--- src/rtl/q_ctrl_pkg.sv ---
// Shared types and constants for the Q-function core arbiter.
// Holds the FSM encoding, default widths and core channel indices.
package q_ctrl_pkg;

    localparam int DATA_W_DEF = 32;
    localparam int CNT_W      = 16;
    localparam int NUM_CH     = 4;

    localparam int CH_X     = 0;
    localparam int CH_T     = 1;
    localparam int CH_N     = 2;
    localparam int CH_ALPHA = 3;

    typedef enum logic [1:0] {
        ST_IDLE  = 2'd0,
        ST_ISSUE = 2'd1,
        ST_WAIT  = 2'd2,
        ST_RESP  = 2'd3
    } state_t;

    // Channels still waiting for their own handshake after this cycle.
    function automatic logic [NUM_CH-1:0] ch_left(
        input logic [NUM_CH-1:0] vld,
        input logic [NUM_CH-1:0] rdy
    );
        return vld & ~rdy;
    endfunction

endpackage

--- src/rtl/rr_arb2.sv ---
// Two-way round-robin arbiter; the pointer moves only on an explicit update.
// After reset requester 0 wins a tie.
module rr_arb2 (
    input  logic       aclk,
    input  logic       aresetn,
    input  logic [1:0] req,
    input  logic       upd,
    input  logic       upd_id,
    output logic [1:0] gnt,
    output logic       gnt_id
);

    // Requester favoured when both are pending.
    logic prio;

    always_ff @(posedge aclk or negedge aresetn) begin
        if (!aresetn) begin
            prio <= 1'b0;
        end else if (upd) begin
            prio <= ~upd_id;
        end
    end

    always_comb begin
        gnt_id = 1'b0;
        gnt    = 2'b00;
        if (req == 2'b11) begin
            gnt_id = prio;
        end else begin
            gnt_id = req[1];
        end
        if (req != 2'b00) begin
            gnt = gnt_id ? 2'b10 : 2'b01;
        end
    end

endmodule

--- src/rtl/q_calc_arbiter.sv ---
// Shares one Q-function core between two requesters, one job at a time,
// with per-channel operand handshakes and a completion timeout.
module q_calc_arbiter
    import q_ctrl_pkg::*;
#(
    parameter int DATA_W  = DATA_W_DEF,
    parameter int TIMEOUT = 1024
) (
    input  logic              aclk,
    input  logic              aresetn,
    input  logic [1:0]        req_valid,
    output logic [1:0]        req_ready,
    input  logic [2*DATA_W-1:0] req_X,
    input  logic [2*DATA_W-1:0] req_T,
    input  logic [2*DATA_W-1:0] req_N,
    input  logic [2*DATA_W-1:0] req_alpha,
    output logic [DATA_W-1:0] core_X,
    output logic [DATA_W-1:0] core_T,
    output logic [DATA_W-1:0] core_N,
    output logic [DATA_W-1:0] core_alpha,
    output logic [3:0]        core_valid,
    input  logic [3:0]        core_ready,
    input  logic [DATA_W-1:0] core_Q,
    input  logic              core_Q_valid,
    output logic              resp_valid,
    input  logic              resp_ready,
    output logic              resp_id,
    output logic [DATA_W-1:0] resp_Q,
    output logic              resp_err,
    output logic              busy
);

    localparam logic [CNT_W-1:0] TMO_LAST = CNT_W'(TIMEOUT - 1);

    state_t            state;
    state_t            state_n;
    logic [CNT_W-1:0]  cnt;
    logic              gnt_id;
    logic [1:0]        arb_gnt;
    logic              arb_id;
    logic              accept;
    logic              tmo;
    logic              resp_fire;
    logic [NUM_CH-1:0] cv_left;

    rr_arb2 u_arb (
        .aclk    (aclk),
        .aresetn (aresetn),
        .req     (req_valid),
        .upd     (resp_fire),
        .upd_id  (gnt_id),
        .gnt     (arb_gnt),
        .gnt_id  (arb_id)
    );

    assign accept    = (state == ST_IDLE) && (req_valid != 2'b00);
    assign tmo       = (cnt == TMO_LAST);
    assign resp_fire = (state == ST_RESP) && resp_ready;
    assign cv_left   = ch_left(core_valid, core_ready);

    // Keep the grant pulse off while reset is held, even with requests up.
    assign req_ready = (accept && aresetn) ? arb_gnt : 2'b00;
    assign busy      = (state != ST_IDLE);
    assign resp_id   = gnt_id;

    always_ff @(posedge aclk or negedge aresetn) begin
        if (!aresetn) begin
            state <= ST_IDLE;
        end else begin
            state <= state_n;
        end
    end

    always_comb begin
        state_n = state;
        unique case (state)
            ST_IDLE: begin
                if (accept) begin
                    state_n = ST_ISSUE;
                end
            end
            ST_ISSUE: begin
                if (tmo) begin
                    state_n = ST_RESP;
                end else if (cv_left == '0) begin
                    state_n = ST_WAIT;
                end
            end
            ST_WAIT: begin
                if (core_Q_valid || tmo) begin
                    state_n = ST_RESP;
                end
            end
            ST_RESP: begin
                if (resp_ready) begin
                    state_n = ST_IDLE;
                end
            end
            default: state_n = ST_IDLE;
        endcase
    end

    always_ff @(posedge aclk or negedge aresetn) begin
        if (!aresetn) begin
            core_X     <= '0;
            core_T     <= '0;
            core_N     <= '0;
            core_alpha <= '0;
            core_valid <= '0;
            cnt        <= '0;
            gnt_id     <= 1'b0;
            resp_valid <= 1'b0;
            resp_Q     <= '0;
            resp_err   <= 1'b0;
        end else begin
            unique case (state)
                ST_IDLE: begin
                    if (accept) begin
                        core_X     <= arb_id ? req_X[2*DATA_W-1:DATA_W]
                                             : req_X[DATA_W-1:0];
                        core_T     <= arb_id ? req_T[2*DATA_W-1:DATA_W]
                                             : req_T[DATA_W-1:0];
                        core_N     <= arb_id ? req_N[2*DATA_W-1:DATA_W]
                                             : req_N[DATA_W-1:0];
                        core_alpha <= arb_id ? req_alpha[2*DATA_W-1:DATA_W]
                                             : req_alpha[DATA_W-1:0];
                        core_valid <= '1;
                        cnt        <= '0;
                        gnt_id     <= arb_id;
                    end
                end
                ST_ISSUE: begin
                    cnt <= cnt + CNT_W'(1);
                    if (tmo) begin
                        core_valid <= '0;
                        resp_valid <= 1'b1;
                        resp_Q     <= '1;
                        resp_err   <= 1'b1;
                    end else begin
                        core_valid <= cv_left;
                    end
                end
                ST_WAIT: begin
                    cnt <= cnt + CNT_W'(1);
                    // A result landing on the expiry cycle still counts.
                    if (core_Q_valid) begin
                        resp_valid <= 1'b1;
                        resp_Q     <= core_Q;
                        resp_err   <= 1'b0;
                    end else if (tmo) begin
                        resp_valid <= 1'b1;
                        resp_Q     <= '1;
                        resp_err   <= 1'b1;
                    end
                end
                ST_RESP: begin
                    if (resp_ready) begin
                        resp_valid <= 1'b0;
                    end
                end
                default: begin
                    core_valid <= '0;
                end
            endcase
        end
    end

endmodule

--- config.mk ---
export PLATFORM = sky130hd
export DESIGN_NAME = q_calc_arbiter
export DESIGN_NICKNAME = d
export VERILOG_FILES = /design/src/rtl/q_ctrl_pkg.sv /design/src/rtl/rr_arb2.sv /design/src/rtl/q_calc_arbiter.sv
export SDC_FILE = /design/constraint.sdc
export NUM_CORES = 1
export LEC_CHECK = 0
export CAP_MARGIN = 25
export CELL_PAD_IN_SITES_DETAIL_PLACEMENT = 0
export CELL_PAD_IN_SITES_GLOBAL_PLACEMENT = 1
export CORE_AREA = 2 2 182 184
export DETAILED_ROUTE_END_ITERATION = 16
export DIE_AREA = 0 0 184 186
export PLACE_DENSITY_LB_ADDON = 0.08
export SYNTH_ARGS = -nofsm -noshare
export SYNTH_HDL_FRONTEND = slang
export SYNTH_SLANG_ARGS = --single-unit
--- constraint.sdc ---
create_clock -name aclk -period 2.6 [get_ports aclk]
set_clock_uncertainty 0.05 [all_clocks]
set_input_delay 0.26 -clock aclk [delete_from_list [all_inputs] [get_ports aclk]]
set_output_delay 0.26 -clock aclk [all_outputs]
set_load 0.01 [all_outputs]
; Yosys cells after proc, flatten, opt, wreduce, memory -nomap -nowiden
; Cells that the tools add are included.
[classes]
n_reduce_logical = 18
eq_ne = 9
addsub = 1
bitwise = 3
n_mux = 29
[ops]
columns = operator, n
row1 = $mux 32, 6
row2 = $pmux 32 s2, 1
row3 = $pmux 16 s2, 1
row4 = $add 16x1->16 const B, 1
row5 = $eq 16x10->1 const B, 1
row6 = $mux 16, 1
row7 = $mux 2, 8
row8 = $reduce_bool 2->1, 5
row9 = $mux 4, 2
row10 = $pmux 2 s4, 1
row11 = $pmux 4 s2, 1
row12 = $reduce_and 2->1, 4
row13 = $eq 2x2->1 const B, 3
row14 = $mux 1, 6
row15 = $ne 2x2->1 const B, 3
row16 = $and 4x4->4, 1
row17 = $logic_not 4->1, 1
row18 = $not 4->4, 1
row19 = $reduce_and 4->1, 1
row20 = $logic_and 1x1->1, 3
row21 = $ne 3x3->1 const B, 1
row22 = $pmux 1 s3, 1
row23 = $reduce_bool 3->1, 1
row24 = $eq 2x1->1 const B, 1
row25 = 5 further kinds, 5
[totals]
regBits = 186
inputBits = 298

; Logic depth before layout (Yosys ltp)
[logic_depth]
word_depth = 6
mapped_depth = 8
depth_no_buf = 6

; Cells and area by module
; From an unflattened synthesis, not the netlist that was laid out.
[hier_totals]
cells_unflattened = 789
hier_area_um2 = 8436.8
[modules_own_cells]
columns = module, seq_area_each_um2, area_each_um2, n_inst, cells_per_inst
row1 = q_calc_arbiter, 4629.4, 8375.5, 1, 783
row2 = rr_arb2, 25.0, 61.3, 1, 6

; Least setup slack after synthesis
; OpenSTA, ideal clock, no wires.
[synth_path]
path_kind = register to register
startpoint = reg state[0]
endpoint = reg cnt[13]
setup_slack_ns = 0.606
required_time_ns = 2.472
stages_incl_launch_ff = 8
period_less_slack_ns = 1.994
t_arrival_ns = 1.866
setup_ns = 0.078
path_buffers = 1
cell_sequence = dfrtp_1 inv_1 ha_1 and2b_1 o2111ai_1 buf_2 or4_1 a21oi_1
[synth_via]
elab_chain_cells = 4
[synth_rtl]
columns = element, line_no
row1 = from (decl), q_calc_arbiter.sv:35  ; state_t state;
row2 = from (signal assigned), q_calc_arbiter.sv:70  ; state <= state_n;
row3 = $eq 2x2->1 (tied with other cells), q_calc_arbiter.sv:116  ; unique case (state)
row4 = $reduce_or 2->1 (no line) / $logic_and 1x1->1 (equally long branches), --
row5 = $reduce_bool 2->1 (no line) / $ne 2x2->1 (equally long branches), --
row6 = $reduce_and 2->1 (no line), --
row7 = to (signal assigned), q_calc_arbiter.sv:133  ; cnt <= cnt + CNT_W'(1);
row8 = to (signal assigned), q_calc_arbiter.sv:144  ; cnt <= cnt + CNT_W'(1);
row9 = to (decl), q_calc_arbiter.sv:37  ; logic [CNT_W-1:0] cnt;
; Several ways; a longest one is shown, not always the timed one.
; A chain may end at the register's enable or synchronous reset.

; Final worst setup path
[layout_path]
startpoint = reg state[0]
endpoint = out req_ready[1]
[layout_via]
elab_chain_cells = 4
[layout_rtl]
columns = element, line_no
row1 = $logic_not 2->1, q_calc_arbiter.sv:56  ; assign accept = (state == ST_IDLE) && (req_valid != 2'b00);
row2 = $logic_and 1x1->1, q_calc_arbiter.sv:56
row3 = $logic_and 1x1->1, q_calc_arbiter.sv:62  ; assign req_ready = (accept && aresetn) ? arb_gnt : 2'b00;
row4 = $mux 2, q_calc_arbiter.sv:62
row5 = to (decl), q_calc_arbiter.sv:12  ; output logic [1:0] req_ready,
; No other way between the ends.

==> impl_metrics.csv <==
group,metric,value,unit
final_layout,synthToLayoutAreaGrowth,69.02,%
clocking,htreeDepth,4,
clocking,clkSlewWorstSetupHoldPaths,70,ps
yosys,synth.largest_area_cell,"dfrtp_1",
clocking,cts.sink_count,186,
placed_design,portBuffers,467,
timing,slew_headroom,39.85,%
yosys,synth_seq_area_share,55.44,%
routing,vias,7436,
yosys,synthCells,783,
yosys,synth_top_area_share,55.44,%
yosys,netlist_top_cells_count,"dfrtp_1 (186), nand2_1 (142), o21ai_1 (135), mux2i_1 (131), o22a_1 (32)",
final_layout,fillers,3087,
power_and_ir_drop,p_sw_share,36.03,%
final_layout,nNetsFinal,1544,
yosys,async_reset_ff_share,100.0,%
power_and_ir_drop,pwr-share-clk,16.7,%
yosys,ys_ff_latch,186,
critical_path,worstPathCellList,"inv_2 > ha_1 > inv_1 > nor3_1 > dlygate4sd2_1",
yosys,synth_ff_type,"dfrtp_1",
power_and_ir_drop,p_total,0.01443,W
critical_path,slowest_delay,440,ps
global_route,grt.total_usage,18.91,%
timing,tns,0,ps
yosys,synth_most_common_cell,"dfrtp_1",
flow_run,maxCapViolations,0,
critical_path,r2r-end,"cnt[11]",
routing,wl_per_cell,19.52,um
global_route,grt_antenna_before_repair,4,
power_and_ir_drop,vdd_drop_max,0.4427,mV
die,row_count,66,
critical_path,cp_max_fo,5,
power_and_ir_drop,seq_power_share,34.1,%
routing,dr.pass1.iters,4,
clocking,root_buffer,"clkbuf_16",
timing,fin_crit_sh,88.28,%
routing,routed_wl,32.46,mm
global_route,grt_max_degree,141,
timing,fin_crit,2295,ps
hold_path,hold_class,"primary input to register",
critical_path,r2r_start,"state[1]",
critical_path,endpoint,"req_ready[1]",
outcome,status,"finished, final reports clean",
die,die_h,186,um
yosys,synth.area.top_cells,"dfrtp_1 (55%), mux2i_1 (16%), o21ai_1 (8.0%)",
die,coreArea,32210,um^2
critical_path,required,2290,ps
yosys,syn_nets,1087,
timing,slew_viol_final,0,
power_and_ir_drop,p_per_area,1017,nW/um^2
timing,final_hold_viol_count,0,
power_and_ir_drop,p_comb_share,49.2,%
critical_path,cp-end-kind,"output pin",
routing,final_antenna_net_count,0,
routing,drc,0,
routing,routed_via_density,4.471,
timing,hold_ws,379.7,ps
power_and_ir_drop,p_int,0.009233,W
routing,drt_iter0_drc,289,
yosys,synth_edf_count,0,
critical_path,cp_slowest_cell,"dfrtp_2",
die,ioPinCount,468,
global_route,grt_pass1_wl,47.51,mm
critical_path,crit_type,"register to output pin",
yosys,synth_cell_types,46,
power_and_ir_drop,p_leak,6.256,nW
timing,setup_viol,0,
power_and_ir_drop,p_sw,0.005200,W
critical_path,r2r_slack,380,ps
final_layout,layout-drive-gt1-share,4.709,%
global_route,grt_overflow_total,0,
critical_path,crit_buf_inv,3,
die,die_area,34220,um^2
timing,worstMarginPinSlew,898.9,ps
hold_path,hold_start,"core_Q[21]",
clocking,cts_tree,"done",
placed_design,routabilityCongestion,0.7648,
yosys,ys_warn_count,0,
critical_path,critPathArrivalTime,1990,ps
critical_path,startpoint_type,"register",
die,initial_core_util,26.07,%
critical_path,crit_path_start,"state[0]",
timing,rsz0062_at_grt,"false",
die,die_w,184,um
timing,max_freq,435.7,MHz
placed_design,place_hpwl,25.09,mm
clocking,clk_latency,440,ps
yosys,syn-cell-area,8396,um^2
global_route,grt_pass1_vias,7680,
critical_path,rr_worst_depth,8,
yosys,avgSynthCellArea,10.72,um^2
clocking,cts_buffer_depth,2,
critical_path,crit_family,"buffers and inverters",
clocking,cts_buffers,17,
critical_path,critical_path_depth,5,
==> cells by family after synthesis <==
kind of cell / after synthesis / share of synthesized area (%)
compound gates: 207 / 14.65
xor+xnor: 4 / 0.4174
fa+ha+maj: 6 / 0.8942
buf+inv: 62 / 3.234
flops: 186 / 55.44
mux: 131 / 15.62
simple gates: 187 / 9.747
==> metrics by stage <==
| step | utilization (%) | area, um^2 | setup WS [ps] | std cells |
|---|---|---|---|---|
| CTS | 44.01 | 14170 | 32.10 | 1660 |
| detailed placement | 42.37 | 13650 | 332.7 | 1627 |
| floorplan | - | 8396 | 606.2 | 783 |
| finish | 44.06 | 14190 | 304.8 | 1663 |
| global route | 44.06 | 14190 | 181.4 | 1663 |
| global placement | 42.37 | 13650 | 354.1 | 1627 |
==> state kept, by name, summed over array words and instances, names as in the netlist <==
name        count
resp_valid      1
core_valid      4
u_arb.prio      1
core_alpha     32
resp_id         1
resp_err        1
resp_Q         32
cnt            16
core_X         32
state           2
core_N         32
core_T         32
==> power groups by stage <==
stage | clock (W) | combinational, W | sequential [W]
2_1_floorplan | 0 | 0.00262 | 0.00546
3_3_place_gp | 0 | 0.00721 | 0.00493
3_5_place_dp | 0 | 0.00723 | 0.00495
4_1_cts | 0.00251 | 0.00725 | 0.00493
5_1_grt | 0.00262 | 0.00780 | 0.00512
6_report | 0.00241 | 0.00710 | 0.00492
==> what timing repair did <==
item / CTS / global route
hold buffers: 1 / 0
gates resized for setup: 2 / 4
endpoints found under the setup margin: 2 / 1
endpoints found under the hold margin: 17 / 0
pin swaps: 0 / 0
setup buffers: 0 / 1
==> cell usage in the layout (no fill, tap or decap), drive strengths merged, types with 2 or more instances in the layout <==
master         instances
nor2b                  6
o2111ai                3
nor2                   9
and4                   3
diode                  2
dfrtp                186
o31ai                  7
nand2b                 2
ha                     6
o21ai                142
clkbuf                27
xor2                   3
nand3                  4
nor3b                  2
nand4                  2
o21a                   2
buf                   22
mux2i                131
inv                   10
or4                    5
nor3                   3
clkinvlp               5
or3                    3
a21o                   4
o22a                  32
clkdlybuf4s50        464
a21oi                  9
nand2                142
==> cell type report <==
| type | instances | area (um^2) | area share, % |
|---|---|---|---|
| sequential | 186 | 4656 | 32.81 |
| clock inverter | 6 | 42.54 | 0.2998 |
| tap | 408 | 510.5 | 3.598 |
| clock buffer | 26 | 469.2 | 3.307 |
| antenna | 2 | 5.005 | 0.03527 |
| multi-input combinational | 535 | 3502 | 24.68 |
| timing repair buffer | 490 | 4967 | 35.01 |
| inverter | 10 | 37.54 | 0.2645 |
==> worst min-delay path by stage <==
| stage | to | slack (ps) | cells past startpoint |
|---|---|---|---|
| 2_1_floorplan | cnt[0] | -90 | 0 |
| 3_3_place_gp | core_N[8] | 420 | 2 |
| 3_5_place_dp | core_alpha[6] | 420 | 2 |
| 4_1_cts | resp_Q[21] | 350 | 2 |
| 5_1_grt | resp_Q[1] | 360 | 2 |
| 6_report | resp_Q[21] | 380 | 2 |
==> layer usage <==
metal | track usage (%) | vias up | wire length [um]
met2 | 34.02 | 216 | 17190
met1 | 20.15 | 3499 | 12060
met4 | 6.464 | 2 | 597
met3 | 7.455 | 34 | 2601
li1 | - | 3685 | -
met5 | 0 | - | 13
(Power assumes the default switching activity.)
